### src/rtl/simon_input_capture.sv
// Simon player input path: debounces one-hot colour buttons, hands each
// accepted colour to the controller and packs the entries into a pattern word.
module simon_input_capture #(
   parameter int DEBOUNCE_CYCLES = 4,
   parameter int MAX_LEN         = 8
) (
   input  logic                   clk,
   input  logic                   resetn,
   input  logic                   start,
   input  logic [3:0]             level,
   input  logic [3:0]             btn,
   input  logic                   color_ready,
   output logic [1:0]             color_out,
   output logic                   color_valid,
   output logic [2*MAX_LEN-1:0]   pattern_out,
   output logic [3:0]             count,
   output logic                   busy,
   output logic                   done,
   output logic                   err_multi
);

   localparam int DW = (DEBOUNCE_CYCLES > 1) ? $clog2(DEBOUNCE_CYCLES) : 1;
   localparam logic [DW-1:0] DB_LAST = DW'(DEBOUNCE_CYCLES - 1);
   localparam logic [3:0] MAX_L = 4'(MAX_LEN);

   typedef enum logic [2:0] {
      IDLE,
      WAIT_PRESS,
      DEBOUNCE,
      EMIT,
      WAIT_RELEASE,
      DONE
   } state_t;

   state_t               state_q, state_d;
   logic [3:0]           btn_q, btn_d;
   logic [1:0]           code_q, code_d;
   logic [1:0]           color_q, color_d;
   logic [DW-1:0]        cnt_q, cnt_d;
   logic [2*MAX_LEN-1:0] pat_q, pat_d;
   logic [3:0]           count_q, count_d;
   logic [3:0]           lvl_q, lvl_d;
   logic                 err_q, err_d;

   logic       one_hot;
   logic [1:0] enc;
   logic [3:0] lvl_clamp;

   assign one_hot   = (btn != 4'd0) && ((btn & (btn - 4'd1)) == 4'd0);
   // Valid for one-hot input only; B=00, G=01, R=10, Y=11.
   assign enc       = {btn[3] | btn[2], btn[3] | btn[1]};
   assign lvl_clamp = (level > MAX_L) ? MAX_L : level;

   always_comb begin
      state_d = state_q;
      btn_d   = btn_q;
      code_d  = code_q;
      color_d = color_q;
      cnt_d   = cnt_q;
      pat_d   = pat_q;
      count_d = count_q;
      lvl_d   = lvl_q;
      err_d   = 1'b0;
      case (state_q)
         IDLE, DONE: begin
            if (start) begin
               pat_d   = '0;
               count_d = 4'd0;
               lvl_d   = lvl_clamp;
               state_d = (lvl_clamp == 4'd0) ? DONE : WAIT_PRESS;
            end
         end
         WAIT_PRESS: begin
            if (one_hot) begin
               btn_d   = btn;
               code_d  = enc;
               cnt_d   = '0;
               state_d = DEBOUNCE;
            end else if (btn != 4'd0) begin
               err_d   = 1'b1;
               state_d = WAIT_RELEASE;
            end
         end
         DEBOUNCE: begin
            if (btn == btn_q) begin
               if (cnt_q == DB_LAST) begin
                  color_d = code_q;
                  state_d = EMIT;
               end else begin
                  cnt_d = cnt_q + 1'b1;
               end
            end else begin
               state_d = WAIT_PRESS;
            end
         end
         EMIT: begin
            if (color_ready) begin
               for (int k = 0; k < MAX_LEN; k++) begin
                  if (count_q == 4'(k)) pat_d[2*k +: 2] = code_q;
               end
               count_d = count_q + 4'd1;
               state_d = WAIT_RELEASE;
            end
         end
         WAIT_RELEASE: begin
            if (btn == 4'd0)
               state_d = (count_q == lvl_q) ? DONE : WAIT_PRESS;
         end
         default: state_d = IDLE;
      endcase
   end

   always_ff @(posedge clk) begin
      if (!resetn) begin
         state_q <= IDLE;
         btn_q   <= 4'd0;
         code_q  <= 2'd0;
         color_q <= 2'd0;
         cnt_q   <= '0;
         pat_q   <= '0;
         count_q <= 4'd0;
         lvl_q   <= 4'd0;
         err_q   <= 1'b0;
      end else begin
         state_q <= state_d;
         btn_q   <= btn_d;
         code_q  <= code_d;
         color_q <= color_d;
         cnt_q   <= cnt_d;
         pat_q   <= pat_d;
         count_q <= count_d;
         lvl_q   <= lvl_d;
         err_q   <= err_d;
      end
   end

   assign color_out   = color_q;
   assign color_valid = (state_q == EMIT);
   assign pattern_out = pat_q;
   assign count       = count_q;
   assign busy        = (state_q != IDLE) && (state_q != DONE);
   assign done        = (state_q == DONE);
   assign err_multi   = err_q;

endmodule
### config.mk
export PLATFORM = sky130hd
export DESIGN_NAME = simon_input_capture
export DESIGN_NICKNAME = d
export VERILOG_FILES = /design/src/rtl/simon_input_capture.sv
export SDC_FILE = /design/constraint.sdc
export NUM_CORES = 1
export LEC_CHECK = 0
export ABC_CLOCK_PERIOD_IN_PS = 3150
export BUFFER_PORTS_ARGS = -buffer_cell sky130_fd_sc_hd__buf_2
export CORE_MARGIN = 2
export CORE_UTILIZATION = 29
export DETAILED_ROUTE_END_ITERATION = 8
export HOLD_SLACK_MARGIN = 0.12
export SETUP_SLACK_MARGIN = 0.02
export SLEW_MARGIN = 0
export SYNTH_ARGS = -nofsm -noshare
export SYNTH_HDL_FRONTEND = slang
export SYNTH_SLANG_ARGS = --single-unit
### constraint.sdc
create_clock -name clk -period 3.15 [get_ports clk]
set_clock_uncertainty 0.05 [all_clocks]
set_input_delay 0.63 -clock clk [delete_from_list [all_inputs] [get_ports clk]]
set_output_delay 0.63 -clock clk [all_outputs]
set_load 0.02 [all_outputs]
# After elaboration in Yosys (flattened, before gate mapping)

Cells that the tools add are included.

Equal/unequal tests: 32
Magnitude comparators: 1
Muxes and demuxes: 30
Reduce and logical (&&, ||, !) cells: 27
$add $sub $neg: 3
Bitwise operators: 5

Operators by type and width:

| kind                | number |
|---|---|
| $reduce_and 4->1    | 9 |
| $mux 16             | 2 |
| $pmux 16 s2         | 1 |
| $mux 3              | 9 |
| $mux 2              | 11 |
| $eq 4x3->1 const B  | 4 |
| $logic_not 4->1     | 4 |
| $ne 2x1->1 const B  | 8 |
| $pmux 3 s5          | 1 |
| $mux 4              | 3 |
| $ne 2x2->1 const B  | 6 |
| $ne 3x3->1 const B  | 3 |
| $eq 4x2->1 const B  | 2 |
| $eq 4x4->1          | 2 |
| $pmux 4 s2          | 1 |
| $eq 3x2->1 const B  | 2 |
| $eq 3x3->1 const B  | 2 |
| $reduce_and 3->1    | 2 |
| $reduce_and 5->1    | 1 |
| $add 4x1->4 const B | 1 |
| $and 4x4->4         | 1 |
| $eq 4x1->1 const B  | 1 |
| $gt 4x4->1 const B  | 1 |
| $pmux 2 s2          | 1 |
| other kinds (15)    | 20 |

Word-level logic and storage cells: 114
Bits in registers: 38

# Logic depth before layout (Yosys ltp)

Depth in word-level cells: 6
Gate-level depth with buffers: 8
Mapped depth without buffers: 6

# Least setup slack after synthesis

OpenSTA, ideal clock, no wires.

Path kind: input -> register
Start: input port btn[0]
End: register state_q[2]
Cell stages on the path: 6
Library setup time: 0.059 ns
Arrival: 1.780 ns
Data required time: 3.041 ns
Path slack: 1.262 ns
Cell sequence: buf_6 xor2_1 a211oi_4 nor2_4 a311oi_1 o211a_1

Cells in the longest elaborated chain, start to end: 6
Elaborated cells on any way between the ends: 14
Classes of those cells: add/sub: 1; eq/ne: 4; mux: 3; bitwise: 1; reduce/logical: 5

RTL lines:

| item                                                                   | RTL line | source |
|---|---|---|
| from (decl)                                                            | 11       | `input logic [3:0] btn,` |
| $sub 4x1->4                                                            | 49       | `assign one_hot = (btn != 4'd0) && ((btn & (btn - 4'd1)) == 4'd0);` |
| $and 4x4->4                                                            | 49       |  |
| $logic_not 4->1                                                        | 49       |  |
| $logic_and 1x1->1                                                      | 49       |  |
| $ne 3x3->1 (no source line) / $mux 3 (equally long branches)           | --       |  |
| $reduce_and 5->1 (no source line) / $pmux 3 s5 (equally long branches) | --       |  |
| to (signal assigned)                                                   | 125      | `state_q <= state_d;` |
| to (decl)                                                              | 35       | `state_t state_q, state_d;` |

Parallel ways exist; a longest one is shown, timed or not.
A chain may end at the register's enable or synchronous reset.

# Final worst setup path

Start: register state_q[1]
End: output port color_valid

Cells in the longest elaborated chain, start to end: 1

RTL lines:

| item       | RTL line | source |
|---|---|---|
| $eq 3x2->1 | 138      | `assign color_valid = (state_q == EMIT);` |
| to (decl)  | 14       | `output logic color_valid,` |

Every way passes these cells.

==> flow_summary.toml <==
[layout]
antenna_cells = 0
syn_to_final_growth_pct = 15.7
nets = 285
layout-drive-gt1-share_pct = 23.4

[clock_tree]
clk_pin_slew_ns = 0.08
cts_tree = "built"
clk_path_buf_depth = 2
postCtsHoldBufs = 0
clock_sinks = 38
numCtsBuffers = 5
clk_latency_ns = 0.30
ctsResizeCount = 0
htree_levels = 2
cts-root-buf = "clkbuf_8"
cts_setup_buffers = 0

[sta]
setup_viol = 0
finalHoldViolations = 0
worst_pin_slew_ns = 0.574
report.final.slew_viol_count = 0
setup_slack_ns = 0.861
fin_setup_tns_ns = 0
fin_crit_sh_pct = 72.7
slew_headroom_pct = 61.4
fin_crit_ns = 2.29
rsz0062_at_grt = "false"
max_freq_mhz = 437
hold_ws_ns = 0.406

[synthesis]
synthTopCellsByArea = "dfxtp_1 37%, mux2i_1 12%, nand2_1 7.9%"
yosysMostFrequentCell = "nand2_1"
yosysSeqAreaShare_pct = 36.5
synth_largest_area_cell = "dfxtp_1"
syn_inst = 236
syn_nets = 253
synth_area_sq_um = 2080
synth_edf_count = 0
ys_warn_count = 0
yosys_most_used_dff = "dfxtp_1"
synth.top_cell.area_share_pct = 36.5
yosys-top-cells-count = "44 x nand2_1, 38 x dfxtp_1, 24 x mux2i_1"
ys_types = 47
synth_area_per_cell_sq_um = 8.83
ys_ff_latch = 38
async_flop_share_pct = 0

[worst_setup_path]
critical_path_depth = 3
slowest_stage = "dfxtp_1"
ff2ff_path_depth = 5
regToRegStartpoint = "state_q[0]"
end_kind = "output port"
critical-path-top-delay-family = "flip-flops"
rrSetupSlack_ns = 1.25
critPathArrivalTime_ns = 1.61
worstSetupPathType = "reg2out"
worstPathRequired_ns = 2.47
crit_fanout = 15
worstReg2RegEnd = "state_q[2]"
setup.worst_path.start_class = "flip-flop"
worstPathCellList = "nand3_1 -> inv_1 -> buf_2"
critPathMaxStageDelay_ns = 0.60
critPathBufInv = 2

[power]
p_per_area_nw_per_um2 = 452
leakagePower_uw = 0.00105
peakVddDrop_v = 0.000181

[status]
status = "completed"

[global_route]
grt_pass1_vias = 1589
grt_overflow_total = 0
grt_usage_pct = 11.8
grt_max_degree = 21
antenna_found_initial = 0
grt_pass1_wl_microns = 7160

[die]
core_sq_um = 6870
die_w_microns = 88.8
fp.dieArea_sq_um = 7880
ioPinCount = 38
placementRows = 30
initial_core_util_pct = 30.3
die_h_microns = 88.8

[place]
place_congestion = 0.822
place_ws_ns = 1.02
numPortBuffers = 37
hpwl_microns = 3210

[min_path]
hold_path_end = "pattern_out[6]"
min_from = "pattern_out[6]"
min-delay-path-class = "reg2reg"
holdPathStages = 2

[routing]
drt-total-wl_microns = 4360
wl_per_cell_microns = 11.9
vias = 1669
vias_per_cell = 4.57
ant_nets = 0
drtIter0Drc = 85
first_pass_iters = 4
drc = 0

[job]
cap_violations = 0
==> cell usage in the layout (no fill, tap or decap), types with 6 or more instances in the layout <==
master    instances
xnor2_1           8
nand2_1          44
nor2b_1           6
nor2_1           18
dfxtp_1          38
nand2_4           8
buf_2            37
o21ai_0           8
clkbuf_8          6
mux2i_1          24
inv_1             7
==> report_power, final <==
part           switching (uW)  internal [uW]  total, uW
combinational             124           89.3        214
sequential               21.1            493        515
clock                     184            176        360
==> layout make-up <==
type	count	area [sq um]
flip-flops and latches	38	761
clock buffers	6	82.6
multi-input cells	177	1210
inverters	7	26.3
fillers	702	4460
well taps	96	120
clock inverters	2	12.5
repair buffers	39	200
==> sequential cells by signal, indices dropped and copies added (netlist names) <==
signal,count
pattern_out,16
state_q,3
err_multi,1
count,4
lvl_q,4
code_q,2
btn_q,4
cnt_q,2
color_out,2
==> per-layer routing <==
layer	part of all wire (%)	vias to the layer above	track usage [%]
li1	-	865	-
met1	48	771	14.9
met2	45	25	19.0
met3	4.6	8	3.26
met4	1.7	0	4.55
met5	0	-	0
==> logic make-up after synthesis <==
kind of cell / Yosys count / synth area share (%)
adders and majority gates: 5 / 3.00
buffers and inverters: 21 / 5.53
and+or+nand+nor: 109 / 28.8
muxes: 24 / 11.5
DFF: 38 / 36.5
xor gates and xnor gates: 12 / 5.05
AOI/OAI and AO/OA: 27 / 9.55
==> stage by stage <==
stage	total power [uW]	std cells	area, sq um	utilization, %
after floorplan	708	236	2080	-
after global placement	740	357	2310	33.7
after detailed placement	742	357	2310	33.7
after CTS	1100	365	2410	35.1
after global routing	1140	365	2410	35.1
final	1090	365	2410	35.1
==> how the worst max path moves through the flow <==
stage,from,to
global placement,btn[3],state_q[2]
global route,state_q[1],color_valid
finish,state_q[1],color_valid
floorplan,btn[0],state_q[2]
detailed placement,btn[3],state_q[2]
CTS,state_q[1],color_valid
==> worst min-delay path: cells and delay by family (launching register included) <==
kind / cells / cell delay, ns
simple gates: 1 / 0.05
flops: 1 / 0.31
mux: 1 / 0.05
(Power assumes the default switching activity.)
